--- src/rtl/dct_2d_ctrl_if.sv ---
// Stream bundle for the 2D DCT controller: pixel rows in, column coefficients out.
interface dct_2d_ctrl_if #(
  parameter int PIX_W  = 8,
  parameter int COEF_W = 16
) ();
  logic                   in_valid;
  logic                   in_ready;
  logic [7:0][PIX_W-1:0]  in_data;
  logic                   out_valid;
  logic                   out_ready;
  logic [7:0][COEF_W-1:0] out_data;
  logic [2:0]             out_col;
  logic                   out_last;

  modport slave (
    input  in_valid, in_data, out_ready,
    output in_ready, out_valid, out_data, out_col, out_last
  );

  modport master (
    output in_valid, in_data, out_ready,
    input  in_ready, out_valid, out_data, out_col, out_last
  );
endinterface

--- src/rtl/dct_2d_ctrl.sv ---
// Sequences one shared 8-point 1D DCT through a row pass into a transpose
// buffer, then a column pass into a registered output beat.
module dct_2d_ctrl #(
  parameter int PIX_W  = 8,
  parameter int COEF_W = 16
) (
  input  logic                   clk,
  input  logic                   rst,
  dct_2d_ctrl_if.slave           bus,
  output logic [7:0][COEF_W-1:0] dct_x_in_o,
  input  logic [7:0][COEF_W-1:0] dct_x_out_i,
  output logic                   dct_pass_o,
  output logic                   busy_o
);

  typedef enum logic {
    ST_ROW = 1'b0,
    ST_COL = 1'b1
  } state_e;

  state_e                 state_q, state_d;
  logic [2:0]             row_cnt_q, row_cnt_d;
  logic [2:0]             col_cnt_q, col_cnt_d;
  logic [COEF_W-1:0]      buf_q [8][8];

  logic                   row_wr_s;
  logic                   col_load_s;
  logic                   in_ready_s;
  logic [7:0][COEF_W-1:0] x_in_s;

  logic                   out_valid_q, out_valid_d;
  logic                   out_last_q, out_last_d;
  logic [2:0]             out_col_q, out_col_d;
  logic [7:0][COEF_W-1:0] out_data_q, out_data_d;

  // Pass sequencing and transform input selection.
  always_comb begin
    state_d    = state_q;
    row_cnt_d  = row_cnt_q;
    col_cnt_d  = col_cnt_q;
    row_wr_s   = 1'b0;
    col_load_s = 1'b0;
    in_ready_s = 1'b0;
    x_in_s     = '0;
    case (state_q)
      ST_ROW: begin
        in_ready_s = 1'b1;
        for (int i = 0; i < 8; i++) begin
          x_in_s[i] = {{(COEF_W-PIX_W){1'b0}}, bus.in_data[i]};
        end
        if (bus.in_valid) begin
          row_wr_s = 1'b1;
          if (row_cnt_q == 3'd7) begin
            row_cnt_d = 3'd0;
            state_d   = ST_COL;
          end else begin
            row_cnt_d = row_cnt_q + 3'd1;
          end
        end else begin
          row_wr_s = 1'b0;
        end
      end
      ST_COL: begin
        // Column col_cnt of the transpose buffer feeds the transform.
        for (int k = 0; k < 8; k++) begin
          x_in_s[k] = buf_q[k][col_cnt_q];
        end
        if (!out_valid_q || bus.out_ready) begin
          col_load_s = 1'b1;
          if (col_cnt_q == 3'd7) begin
            col_cnt_d = 3'd0;
            state_d   = ST_ROW;
          end else begin
            col_cnt_d = col_cnt_q + 3'd1;
          end
        end else begin
          col_load_s = 1'b0;
        end
      end
      default: begin
        state_d = ST_ROW;
      end
    endcase
  end

  // Output beat register: load a new column, drain, or hold under back-pressure.
  always_comb begin
    out_valid_d = out_valid_q;
    out_last_d  = out_last_q;
    out_col_d   = out_col_q;
    out_data_d  = out_data_q;
    if (col_load_s) begin
      out_valid_d = 1'b1;
      out_data_d  = dct_x_out_i;
      out_col_d   = col_cnt_q;
      out_last_d  = (col_cnt_q == 3'd7);
    end else if (out_valid_q && bus.out_ready) begin
      out_valid_d = 1'b0;
    end else begin
      out_valid_d = out_valid_q;
    end
  end

  // Control state and output register.
  always_ff @(posedge clk or posedge rst) begin
    if (rst) begin
      state_q     <= ST_ROW;
      row_cnt_q   <= 3'd0;
      col_cnt_q   <= 3'd0;
      out_valid_q <= 1'b0;
      out_last_q  <= 1'b0;
      out_col_q   <= 3'd0;
      out_data_q  <= '0;
    end else begin
      state_q     <= state_d;
      row_cnt_q   <= row_cnt_d;
      col_cnt_q   <= col_cnt_d;
      out_valid_q <= out_valid_d;
      out_last_q  <= out_last_d;
      out_col_q   <= out_col_d;
      out_data_q  <= out_data_d;
    end
  end

  // Transpose buffer: row results stored at full coefficient width, no reset needed.
  always_ff @(posedge clk) begin
    if (row_wr_s) begin
      for (int c = 0; c < 8; c++) begin
        buf_q[row_cnt_q][c] <= dct_x_out_i[c];
      end
    end
  end

  assign dct_x_in_o    = x_in_s;
  assign dct_pass_o    = (state_q == ST_COL);
  assign busy_o        = (state_q == ST_COL) || out_valid_q;
  assign bus.in_ready  = in_ready_s;
  assign bus.out_valid = out_valid_q;
  assign bus.out_data  = out_data_q;
  assign bus.out_col   = out_col_q;
  assign bus.out_last  = out_last_q;

endmodule

--- src/flat_wrapper.sv ---
// flat-port wrapper written by rule: the top's interface ports become plain ports
module dct_2d_ctrl_flat 
#(
  parameter int PIX_W  = 8,
  parameter int COEF_W = 16
)
  (clk, rst, dct_x_in_o, dct_x_out_i, dct_pass_o, busy_o, bus_in_valid, bus_in_data, bus_out_ready, bus_in_ready, bus_out_valid, bus_out_data, bus_out_col, bus_out_last);
  dct_2d_ctrl_if #(.PIX_W(PIX_W), .COEF_W(COEF_W)) bus_i ();
  input  logic clk;
  input  logic rst;
  output logic [7:0][COEF_W-1:0] dct_x_in_o;
  input  logic [7:0][COEF_W-1:0] dct_x_out_i;
  output logic dct_pass_o;
  output logic busy_o;
  input wire logic [$bits(bus_i.in_valid)-1:0] bus_in_valid;
  input wire logic [$bits(bus_i.in_data)-1:0] bus_in_data;
  input wire logic [$bits(bus_i.out_ready)-1:0] bus_out_ready;
  output wire logic [$bits(bus_i.in_ready)-1:0] bus_in_ready;
  output wire logic [$bits(bus_i.out_valid)-1:0] bus_out_valid;
  output wire logic [$bits(bus_i.out_data)-1:0] bus_out_data;
  output wire logic [$bits(bus_i.out_col)-1:0] bus_out_col;
  output wire logic [$bits(bus_i.out_last)-1:0] bus_out_last;
  assign bus_i.in_valid = bus_in_valid;
  assign bus_i.in_data = bus_in_data;
  assign bus_i.out_ready = bus_out_ready;
  assign bus_in_ready = bus_i.in_ready;
  assign bus_out_valid = bus_i.out_valid;
  assign bus_out_data = bus_i.out_data;
  assign bus_out_col = bus_i.out_col;
  assign bus_out_last = bus_i.out_last;
  dct_2d_ctrl #(.PIX_W(PIX_W), .COEF_W(COEF_W)) u_core (.clk(clk), .rst(rst), .bus(bus_i), .dct_x_in_o(dct_x_in_o), .dct_x_out_i(dct_x_out_i), .dct_pass_o(dct_pass_o), .busy_o(busy_o));
endmodule
--- config.mk ---
export PLATFORM = sky130hd
export DESIGN_NAME = dct_2d_ctrl_flat
export DESIGN_NICKNAME = d
export VERILOG_FILES = /design/src/rtl/dct_2d_ctrl_if.sv /design/src/rtl/dct_2d_ctrl.sv /design/src/flat_wrapper.sv
export SDC_FILE = /design/constraint.sdc
export NUM_CORES = 1
export LEC_CHECK = 0
export ABC_AREA = 1
export BUFFER_PORTS_ARGS = -buffer_cell sky130_fd_sc_hd__buf_2
export CAP_MARGIN = 20
export CORE_MARGIN = 2
export CORE_UTILIZATION = 25
export CTS_BUF_LIST = sky130_fd_sc_hd__clkbuf_16
export DETAILED_ROUTE_END_ITERATION = 10
export RECOVER_POWER = 50
export REMOVE_ABC_BUFFERS = 1
export SLEW_MARGIN = 30
export SYNTH_ARGS = -nofsm -noshare
export SYNTH_HDL_FRONTEND = slang
export SYNTH_SLANG_ARGS = --single-unit
--- constraint.sdc ---
create_clock -name clk -period 6.8 [get_ports clk]
set_clock_uncertainty 0.15 [all_clocks]
set_input_delay 0.34 -clock clk [delete_from_list [all_inputs] [get_ports clk]]
set_output_delay 0.34 -clock clk [all_outputs]
set_load 0.01 [all_outputs]
# Yosys cells after proc, flatten, opt, wreduce, memory -nomap -nowiden
# Memory sizes are Yosys's and may differ from the RTL's.
# Index checks and enable logic that the tools add are counted.
[classes] bitwise=2 mux=41 reduce_logical=7 eq_ne=2 n_shift=0 mul=0 order_cmp=1 add_sub_neg=2 div=0
[op_table] op="$bmux W16 S3" count=8
[op_table] op="$mux W16" count=16
[op_table] op="$pmux W128 S2" count=1
[op_table] op="$mux W1" count=13
[op_table] op="$add A3 B1 Y3 const B" count=2
[op_table] op="$eq A3 B3 Y1 const B" count=2
[op_table] op="$mux W3" count=2
[op_table] op="$ge A4 B4 Y1 const B" count=1
[op_table] op="$not A3 Y4" count=1
[op_table] op="$reduce_and A2 Y1" count=2
[op_table] op="$logic_or A1 B1 Y1" count=2
[op_table] op="$pmux W1 S2" count=1
[op_table] op="$reduce_bool A2 Y1" count=1
[op_table] op="$logic_and A1 B1 Y1" count=1
[op_table] op="$logic_not A1 Y1" count=1
[op_table] op="$not A1 Y1" count=1
[totals] ram_bits=1024 romBits=0 word_cells=70 latchBits=0 n_memories=1 inputBits=196 regBits=140
[mem_list] memory="u_core.buf_q" depth=8 word_bits=128 rd=8 rd_ports_with_merged_regs=0 write_ports=1 line="dct_2d_ctrl.sv:24" source="logic [COEF_W-1:0] buf_q [8][8];"

# Longest topological paths before layout
[logic_depth] ltp_word=5 mapped_depth=11 depth_no_buf=8

# Worst setup path after synthesis
# Ideal clock, no wire load.
[synth_timing] path_kind="reg-to-reg" start="register u_core.state_q, in the netlist u_core.dct_pass_o" end="memory u_core.buf_q[0][0] in the netlist's numbering (enable)" n_path_buf=1 t_required_ps=6033 arrival_time_ps=6278 stages_incl_launch_ff=7 period_less_slack_ps=7045 slack_ps=-245 cell_sequence="dfrtp_1 buf_2 inv_2 nand2_1 inv_1 nand2_1 nor2_1"
[synth_between] elab_chain_cells=3
[synth_lines] element="start: declaration" line="dct_2d_ctrl.sv:21" source="state_e state_q, state_d;"
[synth_lines] element="start signal: assignment" line="dct_2d_ctrl.sv:115" source="state_q <= state_d;"
[synth_lines] element="$mux W1" line="dct_2d_ctrl.sv:45" source="case (state_q)"
[synth_lines] element="$mux W1" line="dct_2d_ctrl.sv:127" source="if (row_wr_s) begin"
[synth_lines] element="$mux W1 (implied by the code)" line="dct_2d_ctrl.sv:129" source="buf_q[row_cnt_q][c] <= dct_x_out_i[c];"
[synth_lines] element="end: declaration" line="dct_2d_ctrl.sv:24"
# No other way between the ends.

# Final worst setup path
[layout_timing] start="register u_core.state_q, in the netlist u_core.dct_pass_o" end="register u_core.out_data_q (netlist bit u_core.bus.out_data[122])"
[layout_between] elab_chain_cells=1
[layout_lines] element="$mux W1" line="dct_2d_ctrl.sv:45"
[layout_lines] element="end signal: assignment" line="dct_2d_ctrl.sv:121" source="out_data_q <= out_data_d;"
[layout_lines] element="end: declaration" line="dct_2d_ctrl.sv:34" source="logic [7:0][COEF_W-1:0] out_data_q, out_data_d;"
# No other way between the ends.
# A chain may end at the register's enable or synchronous reset.

==> results.ini <==
[clocking]
clkTransAtPathRegs_ns=0.06
post_cts_buffers=0
clock_path_buffers=3
htreeDepth=4
root_buffer=clkbuf_16
clock-sinks=1164
clk-insertion-delay-late_ns=0.79
postCtsResizedCells=0
cts_tree=done
cts_made_buffers=136

[die]
die_height_um=446
die_w_um=446
rows=162
core_area_um2=194000
start_util=0.251
dieArea_um2=199000
io_pins=460

[final_layout]
fin_nets=5470
drive_gt1_frac=0.0841
area_growth_pct=20.9
fin_area_um2=59000
layout_common_cells=nand2_1 (1552), edfxtp_1 (1024), inv_1 (618)
mostFrequentLayoutCell=nand2_1

[synthesis]
ys_warn_count=0
synth-simple-area-share=0.213
postSynthAreaPerCell_um2=10.3
seq_area_frac_synth=0.702
synth_cell_types=18
synth_top_family_by_area=simple AND/OR/NAND/NOR gates
synth_fa_ha_area_frac=0.00128
synth_mux_area_frac=0
syn_area_um2=48800
synth-compound-area-share=0.0143
ys_ff_latch=1164
synth_xor_area_frac=0
syn-instance-count=4737

[flow_run]
maxCapViolCount=1

[timing]
min_period_ns=5.23
tightest_slew_ns=3.52
tns_ns=0
slew-limit-headroom=-1.35
rsz0062_at_grt=no
finalCritPeriodShare=0.769
postLayoutSetupSlackWorst_ns=1.57
slew_violations=64
fmaxAchievable_mhz=191
setup_viol=0
timing.final.hold_violations=0

[worst_setup_path]
crit_path_start=u_core.dct_pass_o
reg2reg_from=u_core.dct_pass_o
crit_arrival_ns=5.75
critical_path.slowest_cell=clkinvlp_2
worst_ep_required_time_ns=7.31
path_cells=clkinvlp_2 > nor2_4 > inv_6 > buf_4 > buf_12 > nand2_1 > nand2_1
crit_fanout=70
crit_top_cell=nand2_1
crit_type=reg -> reg
reg2reg_depth=7
endpoint_kind=flop
crit_path_start_kind=flop
max_stage_delay_ns=1.46

[placement]
pre_cts_slack_ns=2.44
placed_area_um2=53700
hpwl_um=82900
gp_congestion=0.771
port_buffers=459

[grt]
grt_pass1_vias=32503
grt-ovfl-total=0
antenna_found_initial=8
grt_max_degree=207
grtUsageTotal=0.138
grt_pass1_wl_um=207000

[drt]
post_drt_wl_per_cell_um=17.8
drc_errors=0
drt_wl_total_um=141000
dr.pass1.iters=5
via_per_inst=4.26
antenna_left=0
first_iter_violations=2938
vias=33723

[worst_hold_path]
min_from=u_core.bus.out_data[118]
min_path_type=reg -> reg
hold_depth=2

[power_and_ir_drop]
ir_worst_vdd_v=0.000342
power_mw=24.6
p_per_area_nw_per_um2=417
power_leakage_nw=24.6

[status]
violations=capacitance limit, slew limit
status=complete, but fails checks

-- per-stage QoR --
stage                     cells  hold WS (ns)  utilization
final                      7922         0.319        0.304
after global placement     7533         0.261        0.275
after detailed placement   7537         0.267        0.276
after floorplan            4489         0.289            -
after global routing       7921         0.332        0.304
after CTS                  7915         0.192        0.305
-- layout make-up --
type	count	area (um2)
inverters	590	2240
multi-input cells	2735	11200
fillers	19702	135000
clock buffers	138	3450
well taps	2542	3180
repair buffers	642	3870
clock inverters	108	810
diodes	3	7.51
flip-flops and latches	1164	34300
-- metal layers --
metal | part of all wire | vias up | track usage | wire length (um)
met3 | 0.043 | 208 | 0.0220 | 6030
li1 | - | 16309 | - | -
met1 | 0.41 | 16416 | 0.167 | 58100
met5 | 0.000078 | - | 0 | 11
met4 | 0.038 | 2 | 0.0595 | 5300
met2 | 0.51 | 788 | 0.243 | 71500
-- flip-flops by register name (all words and copies together) (netlist names) --
| register | flops |
|---|---|
| u_core.row_cnt_q | 3 |
| u_core.col_cnt_q | 3 |
| u_core.bus.out_last | 1 |
| u_core.buf_q | 1024 |
| u_core.bus.out_valid | 1 |
| u_core.bus.out_data | 128 |
| u_core.bus.out_col | 3 |
| u_core.dct_pass_o | 1 |
-- final timing paths --
check	to	slack (ns)
worst max-delay path	u_core.bus.out_data[122]	1.57
worst min-delay path	u_core.bus.out_data[118]	0.32
worst max register to register	u_core.bus.out_data[122]	1.57
worst min register to register	u_core.bus.out_data[118]	0.32
max in group asynchronous	u_core.bus.out_data[88]	2.48
min in group asynchronous	u_core.bus.out_data[13]	1.48
-- Yosys cell counts (all sizes together) --
library cell,n,area share
nor2,524,0.040
nand2,1552,0.12
clkbuf,114,0.0088
inv,590,0.045
ha,5,0.0013
o21ai,139,0.014
or2,1,0.00013
edfxtp,1024,0.63
nand3,514,0.053
dfrtp,140,0.072
buf,134,0.016
-- critical path, delay by kind of cell, from the launching register on --
kind,cells,cell delay [ns]
buf+inv,4,2.57
flops,1,1.05
simple gates,3,1.27
-- what timing repair did --
item / in CTS / in global routing
setup endpoints to repair: 0 / 0
endpoints found under the hold margin: 1218 / 0
hold buffers: 132 / 0
-- kinds of logic (layout without fill, tap and decap cells) --
logic type	after synthesis	in the layout
other	0	3
DFF	1164	1164
and+or+nand+nor	2591	2591
adders and majority gates	5	5
buffers and inverters	838	1478
AOI/OAI and AO/OA	139	139
-- power breakdown --
group / switching (mW) / internal, mW / total [mW] / leakage, nW
Combinational: 5.92 / 2.42 / 8.34 / 11.4
Sequential: 0.549 / 8.77 / 9.32 / 11.0
Clock: 3.02 / 3.95 / 6.97 / 2.19
Total: 9.48 / 15.1 / 24.6 / 24.6
Power figures use the tool's default switching activity.
